==> src/rtl/tm1637_pkg.sv <==
// rtl/tm1637_pkg.sv - TM1637 link shared types, idle pad levels and pad helper
// Used by tm1637_byte_tx (ACK check optional via TM1637_ACK_CHECK_EN) and the hex sequencer.
package tm1637_pkg;

   localparam int TM1637_CLK_DIV_DEFAULT = 4;

   localparam logic IDLE_SCL_EN  = 1'b0;
   localparam logic IDLE_SCL_OUT = 1'b1;
   localparam logic IDLE_SDA_EN  = 1'b0;
   localparam logic IDLE_SDA_OUT = 1'b1;

   typedef enum logic [3:0] {
      ST_IDLE,
      ST_RESTART,
      ST_START,
      ST_BIT_LO,
      ST_BIT_HI,
      ST_ACK_LO,
      ST_ACK_HI,
      ST_HOLD,
      ST_STOP_LO,
      ST_STOP_CLK,
      ST_STOP_END
   } tm1637_state_e;

   typedef struct packed {
      logic scl_en;
      logic scl_out;
      logic sda_en;
      logic sda_out;
   } tm1637_pads_t;

   localparam tm1637_pads_t IDLE_PADS = '{IDLE_SCL_EN, IDLE_SCL_OUT, IDLE_SDA_EN, IDLE_SDA_OUT};

   // A high line is released to the pull-up, a low line is actively driven.
   function automatic tm1637_pads_t pads_of(input logic scl_high, input logic sda_high);
      tm1637_pads_t p;
      p.scl_en  = ~scl_high;
      p.scl_out = scl_high;
      p.sda_en  = ~sda_high;
      p.sda_out = sda_high;
      return p;
   endfunction

endpackage

==> src/rtl/tm1637_tick.sv <==
// rtl/tm1637_tick.sv - bus phase counter, tick pulses on the last cycle of each phase
// Part of tm1637_byte_tx (macro TM1637_ACK_CHECK_EN has no effect here).
module tm1637_tick #(
   parameter int CLK_DIV = 4
) (
   input  logic clk,
   input  logic rst,
   input  logic restart,
   output logic tick
);

   localparam logic [15:0] LAST = 16'(CLK_DIV - 1);

   logic [15:0] cnt_q;
   logic [15:0] cnt_d;

   assign tick = (cnt_q == LAST);

   always_comb begin
      cnt_d = cnt_q + 16'd1;
      if (restart || tick) begin
         cnt_d = '0;
      end
   end

   always_ff @(posedge clk) begin
      if (rst) begin
         cnt_q <= '0;
      end else begin
         cnt_q <= cnt_d;
      end
   end

endmodule

==> src/rtl/tm1637_byte_tx.sv <==
// rtl/tm1637_byte_tx.sv - TM1637 byte transmitter with optional start/stop framing
// Define TM1637_ACK_CHECK_EN to report a NACK from the display on ack_err.
import tm1637_pkg::*;

module tm1637_byte_tx #(
   parameter int CLK_DIV = TM1637_CLK_DIV_DEFAULT
) (
   input  logic       clk,
   input  logic       rst,
   input  logic       data_latch,
   input  logic [7:0] data_in,
   input  logic       start_cond,
   input  logic       stop_cond,
   output logic       busy,
   output logic       ack_err,
   output logic       scl_en,
   output logic       scl_out,
   output logic       sda_en,
   output logic       sda_out,
   input  logic       sda_in
);

   tm1637_state_e state_q;
   tm1637_pads_t  pads_q;
   logic [7:0]    data_q;
   logic [2:0]    idx_q;
   logic          stop_q;
   logic          held_q;
   logic          busy_q;
   logic          ack_err_q;
   logic          tick;

   // Counter sits at zero in IDLE so the first phase of a transfer is a full tick.
   tm1637_tick #(
      .CLK_DIV(CLK_DIV)
   ) u_tick (
      .clk    (clk),
      .rst    (rst),
      .restart(state_q == ST_IDLE),
      .tick   (tick)
   );

   always_ff @(posedge clk) begin
      if (rst) begin
         state_q   <= ST_IDLE;
         pads_q    <= IDLE_PADS;
         data_q    <= '0;
         idx_q     <= '0;
         stop_q    <= 1'b0;
         held_q    <= 1'b0;
         busy_q    <= 1'b0;
         ack_err_q <= 1'b0;
      end else begin
         case (state_q)
            ST_IDLE: begin
               if (data_latch) begin
                  data_q    <= data_in;
                  stop_q    <= stop_cond;
                  idx_q     <= '0;
                  busy_q    <= 1'b1;
                  ack_err_q <= 1'b0;
                  if (start_cond && held_q) begin
                     state_q <= ST_RESTART;
                     pads_q  <= pads_of(1'b1, 1'b1);
                  end else if (start_cond) begin
                     state_q <= ST_START;
                     pads_q  <= pads_of(1'b1, 1'b0);
                  end else begin
                     state_q <= ST_BIT_LO;
                     pads_q  <= pads_of(1'b0, data_in[0]);
                  end
               end
            end
            ST_RESTART: if (tick) begin
               state_q <= ST_START;
               pads_q  <= pads_of(1'b1, 1'b0);
            end
            ST_START: if (tick) begin
               state_q <= ST_BIT_LO;
               pads_q  <= pads_of(1'b0, data_q[0]);
            end
            ST_BIT_LO: if (tick) begin
               state_q <= ST_BIT_HI;
               pads_q  <= pads_of(1'b1, data_q[idx_q]);
            end
            ST_BIT_HI: if (tick) begin
               idx_q <= idx_q + 3'd1;
               if (idx_q == 3'd7) begin
                  state_q <= ST_ACK_LO;
                  pads_q  <= pads_of(1'b0, 1'b1);
               end else begin
                  state_q <= ST_BIT_LO;
                  pads_q  <= pads_of(1'b0, data_q[idx_q + 3'd1]);
               end
            end
            ST_ACK_LO: if (tick) begin
               state_q <= ST_ACK_HI;
               pads_q  <= pads_of(1'b1, 1'b1);
            end
            ST_ACK_HI: if (tick) begin
`ifdef TM1637_ACK_CHECK_EN
               ack_err_q <= sda_in;
`endif
               state_q <= stop_q ? ST_STOP_LO : ST_HOLD;
               pads_q  <= pads_of(1'b0, 1'b0);
            end
            ST_HOLD: if (tick) begin
               state_q <= ST_IDLE;
               held_q  <= 1'b1;
               busy_q  <= 1'b0;
            end
            ST_STOP_LO: if (tick) begin
               state_q <= ST_STOP_CLK;
               pads_q  <= pads_of(1'b1, 1'b0);
            end
            ST_STOP_CLK: if (tick) begin
               state_q <= ST_STOP_END;
               pads_q  <= pads_of(1'b1, 1'b1);
            end
            ST_STOP_END: if (tick) begin
               state_q <= ST_IDLE;
               held_q  <= 1'b0;
               busy_q  <= 1'b0;
            end
            default: begin
               state_q <= ST_IDLE;
               pads_q  <= IDLE_PADS;
               busy_q  <= 1'b0;
            end
         endcase
      end
   end

`ifndef TM1637_ACK_CHECK_EN
   logic unused_sda_in;
   assign unused_sda_in = sda_in;
`endif

   assign busy    = busy_q;
   assign ack_err = ack_err_q;
   assign scl_en  = pads_q.scl_en;
   assign scl_out = pads_q.scl_out;
   assign sda_en  = pads_q.sda_en;
   assign sda_out = pads_q.sda_out;

endmodule

==> config.mk <==
export PLATFORM = sky130hd
export DESIGN_NAME = tm1637_byte_tx
export DESIGN_NICKNAME = d
export VERILOG_FILES = /design/src/rtl/tm1637_pkg.sv /design/src/rtl/tm1637_tick.sv /design/src/rtl/tm1637_byte_tx.sv
export SDC_FILE = /design/constraint.sdc
export NUM_CORES = 1
export LEC_CHECK = 0
export BUFFER_PORTS_ARGS = -buffer_cell sky130_fd_sc_hd__buf_2
export CELL_PAD_IN_SITES_DETAIL_PLACEMENT = 1
export CELL_PAD_IN_SITES_GLOBAL_PLACEMENT = 1
export CORE_UTILIZATION = 44
export DETAILED_ROUTE_END_ITERATION = 16
export PLACE_DENSITY = 0.84
export SYNTH_ARGS = -nofsm -noshare
export SYNTH_HDL_FRONTEND = slang
export SYNTH_HIERARCHICAL = 1
export SYNTH_SLANG_ARGS = --single-unit
==> constraint.sdc <==
create_clock -name clk -period 2.7 [get_ports clk]
set_input_delay 0 -clock clk [delete_from_list [all_inputs] [get_ports clk]]
set_output_delay 0 -clock clk [all_outputs]
set_load 0.1 [all_outputs]
---- After elaboration in Yosys (flattened, before gate mapping) ----
Cells that the tools add are included.
storage, ports and cells
  word-level logic and storage cells ...... 99
  input port bits ......................... 14
  flip-flop bits (word level) ............. 38
  output and inout bits ................... 6
operators by class
  add/sub/neg operators ................... 2
  mux-type cells .......................... 36
  order comparisons ....................... 2
  bitwise logic cells ..................... 6
  eq/ne operators ......................... 26
  reduce and logical (&&, ||, !) cells .... 16
operators with widths
  cell                                                    number
  two-way mux 4 bit                                       18
  case mux 4 bit (10 select lines)                        1
  case mux 4 bit (8 select lines)                         1
  inequality test 2 x 1 -> 1 bit (second input constant)  13
  adder 16 x 1 -> 16 bit (second input constant)          1
  equality test 16 x 2 -> 1 bit (second input constant)   1
  equality test 4 x 3 -> 1 bit (second input constant)    4
  equality test 4 bit (second input constant)             3
  AND reduction 10 bit                                    1
  two-way mux 3 bit                                       3
  AND reduction 3 bit                                     3
  equality test 4 x 2 -> 1 bit (second input constant)    2
  < comparator 3 x 4 -> 1 bit (second input constant)     2
  AND reduction 8 bit                                     1
  OR reduction 2 bit                                      4
  OR reduction 8 bit                                      1
  binary-select mux 1 bit (select 3 bit)                  2
  two-way mux 1 bit                                       6
  inverter 1 bit                                          6
  case mux 3 bit (2 select lines)                         1
  equality test 4 x 1 -> 1 bit (second input constant)    1
  zero test 4 bit                                         1
  two-way mux 2 bit                                       2
  nonzero test 2 bit                                      2
  8 further kinds                                         8

---- Depth between registers and ports, before layout ----
  depth in word-level cells ............... 7
  mapped depth ............................ 8
  gate-level depth less buffers ........... 8

---- Cells and area by module ----
Netlist, hierarchy kept.
modules (own cells, without submodules)
  module          seq. area each (um^2)  instances  cells each  area each (um^2)
  tm1637_byte_tx  440.4                  1          166         1,316.3
  tm1637_tick     320.3                  1          84          719.4

---- Worst setup path before layout ----
OpenSTA, ideal clock, no wires.
  path kind ............................... register to register
  from .................................... register u_tick.cnt_q[0]
  to ...................................... register pads_q (netlist bit sda_en)
  library setup time ...................... 0.122 ns
  stages on the path, launching flop included .. 9
  arrival ................................. 2.084 ns
  required time ........................... 2.578 ns
  path slack .............................. 0.494 ns
  period minus slack after synthesis ...... 2.206 ns
  path buffers ............................ 0
  cell sequence ........................... dfxtp_1 ha_1 nor4b_1 and4_1 inv_1 o41a_1 o211ai_1 nor2_1 o311a_1
between the ends
  longest elaborated chain between the ends .. 3
  elaborated cells on any way between the ends .. 8
  classes of those cells .................. eq/ne: 7; reduce/logical: 1
RTL lines
  item                                      line                  RTL
  start: declaration                        tm1637_tick.sv:14     logic [15:0] cnt_q;
  start signal: assignment                  tm1637_tick.sv:30     cnt_q <= cnt_d;
  equality test 16 x 2 -> 1 bit (*)         tm1637_tick.sv:17     assign tick = (cnt_q == LAST);
  named net tick                            tm1637_byte_tx.sv:31  logic tick;
  inequality test 2 x 1 -> 1 bit (no line)  --
  AND reduction 8 bit (no line) (*)         --
  end signal: assignment                    tm1637_byte_tx.sv:64  pads_q <= pads_of(1'b1, 1'b1);
  end signal: assignment                    tm1637_byte_tx.sv:67  pads_q <= pads_of(1'b1, 1'b0);
  end signal: assignment                    tm1637_byte_tx.sv:70  pads_q <= pads_of(1'b0, data_in[0]);
  end: declaration                          tm1637_byte_tx.sv:24  tm1637_pads_t pads_q;
Mark *: on every way through the listed nets, which the timed path passes. The rest lies on a longest branch.
A chain may end at the register's enable or synchronous reset.

---- Worst setup path in the final report ----
Same ends and word-level chain as after synthesis.

==> run metrics <==
Slew Limit Fails 0; top sig layer met4; worst path required time 2.88 ns; reg2reg path depth 9; Setup WS pre-CTS 0.1547 ns; CTS clk-pin slew, worst paths 0.07 ns; starting density of the core 0.4612; Max FO, Critical Path 7; clk root buf clkbuf_8; RSZ-0062 raised after global routing false; DR WL met2 2.298 mm; # clock sinks 38; CP endpoint kind flip-flop; Worst Hold Depth 2; final-report setup violation count 0; worst vdd ir 0.3906 mV; WP data arrival 2.60 ns; number of I/O pins 20; syn nets 267; max cap viols 0; Routability Congestion 0.8250; Final ANT Viol Nets 0; total number of vias 1853; syn_area_per_cell 8.143 sq um; cell count after synthesis 250; period utilisation layout 0.8948; clk buf depth 2; Max Clock Freq 413.9 MHz; Pleak 0.0008251 uW; Synth cell types 52; metal3 WL 160 microns; top-count cell post-synth dfxtp_1; worst hold path type input pin to flip-flop; PD cells 881.9 nW/um^2; clock skew 0.007818 ns; status finished, final reports clean; Worst Setup Start Kind flip-flop; core area 4414 sq um; IO buf count 17; Syn Std Cell Area 2036 sq um; asr flop ratio synth 0; Die ar. 4903 sq um; DRC 0; Layout Nets 289; Crit Path Category flip-flop to flip-flop; DRT iter0 DRCs 154; Worst slew margin 0.5443; vias in the first global route 1834; die span in x 70.02 microns; Least-Margin Pin Slew 0.6826 ns; met1 WL 2.376 mm; Yosys reg bits 38; Hold Fails Final Rpt 0; WL final 4.895 mm; TritonCTS buffer count 5; Post-synth top cells dfxtp_1, nand2_1, nor2_1; antenna violations before repair 0; top cells by area, synth dfxtp_1, nand2_1, nor2_1; grt total ovfl 0; EDFF count, synth 0; Detailed Routing Iterations Pass 1 4; Synth Warn # 6; H-Tree Depth 2; HPWL after DPL 3.311 mm; first-pass GRT wire length 8.597 mm; cts repair resizes 0; Yosys top cell area share 0.3737; CTS tree built; ys flop type dfxtp_1; vias per cell 5.719; die height 70.02 microns; Final Critical Period 2.416 ns; ANT cells 0; setup_tns 0 ns; share of post-route cells with drive strength above 1 0.1360; final worst slack 0.2840 ns; insertion delay to the later sink of the worst-skew pair 0.30 ns; Rows 24; largest net degree at the start of global routing 22; area grow syn2layout 15.12%; drt wl/cell 15.11 microns; GR Util All Layers 0.2175; sequential area share after synthesis 0.3737; cell taking the most area after synthesis dfxtp_1
## flip-flops by register name, indices dropped and copies added (netlist names)
register      cells
u_tick/cnt_q     16
data_q            8
state_q           4
idx_q             3
busy              1
held_q            1
scl_en            1
scl_out           1
sda_en            1
sda_out           1
stop_q            1
## report_power, final
part / switching (uW) / internal, uW
registers: 107 / 642
clock network: 204 / 296
logic: 551 / 268
total: 861 / 1210
## worst paths after layout
path	startpoint	to	slack, ns
setup / recovery	u_tick/cnt_q[0]$_SDFF_PP0_	sda_en$_SDFFE_PP0P_	0.28
hold / removal	rst	idx_q[2]$_SDFFE_PP0P_	0.13
setup reg to reg	u_tick/cnt_q[0]$_SDFF_PP0_	sda_en$_SDFFE_PP0P_	0.28
hold reg to reg	data_q[6]$_SDFFE_PP0P_	data_q[6]$_SDFFE_PP0P_	0.47
## layout make-up
type | count | area (sq um)
Tap cell | 52 | 65.06
Clock buffer | 6 | 82.58
Clock inverter | 1 | 30.03
Sequential cell | 38 | 760.7
Timing Repair Buffer | 29 | 197.7
Fill cell | 547 | 2071
Multi-Input combinational cell | 187 | 1166
Inverter | 11 | 41.29
## metrics by stage
| step | instance area, sq um | util | power [uW] | cells | hold WS, ns |
|---|---|---|---|---|---|
| after floorplan | 2036 | - | 1390 | 250 | 0.1360 |
| after detailed placement | 2133 | 0.4833 | 1559 | 307 | 0.2489 |
| final | 2344 | 0.5309 | 2067 | 324 | 0.1267 |
| after global placement | 2133 | 0.4833 | 1535 | 307 | 0.2439 |
| after CTS | 2336 | 0.5292 | 2074 | 323 | 0.1124 |
| after global routing | 2344 | 0.5309 | 2194 | 324 | 0.1398 |
## per-layer routing
metal / global-route usage / up-vias
met2: 0.3558 / 29
met3: 0.04473 / 6
met5: 0 / -
met4: 0.06222 / 0
li1: - / 929
met1: 0.2894 / 889
## cell families (layout without fill, tap and decap cells)
kind of cell | Yosys count | in the layout | synth area share
other | 1 | 1 | 0.001842
buffers and inverters | 25 | 47 | 0.05347
AO/OA/AOI/OAI | 50 | 50 | 0.1604
adder cells (fa/ha/maj) | 3 | 3 | 0.01844
AND/OR/NAND/NOR | 109 | 109 | 0.2686
multiplexers | 12 | 12 | 0.07191
XOR/XNOR | 12 | 12 | 0.05163
flip-flops | 38 | 38 | 0.3737
## critical path, stage by stage, from the launching register on
cell      delay [ns]
dfxtp_1         0.40
ha_1            0.25
nor4b_1         0.23
and4_1          0.35
inv_1           0.12
o41a_1          0.32
o211ai_1        0.09
buf_4           0.18
nor2_1          0.05
o311a_1         0.33
## timing repair
item | in CTS | in global routing
setup endpoints to repair | 0 | 2
hold endpoints to repair | 9 | 0
hold buffers | 9 | 0
buffers inserted | 0 | 1
## cell usage in the layout, fill, tap and decap left out, types with 3 or more instances in the layout
master / Yosys / layout
dfxtp_1: 38 / 38
nor2_1: 30 / 30
nand2_1: 30 / 30
a21oi_1: 22 / 22
buf_2: 2 / 17
inv_1: 11 / 11
xnor2_1: 10 / 10
mux2i_1: 9 / 9
dlygate4sd3_1: 0 / 9
nor3_1: 7 / 7
o21ai_0: 7 / 7
nand3_1: 6 / 6
clkbuf_8: 0 / 6
nor4_1: 5 / 5
nor2b_1: 4 / 4
nand4_1: 4 / 4
and3_1: 3 / 3
nor4b_1: 3 / 3
or3_1: 3 / 3
ha_1: 3 / 3
buf_4: 1 / 3
(Power assumes the default switching activity.)
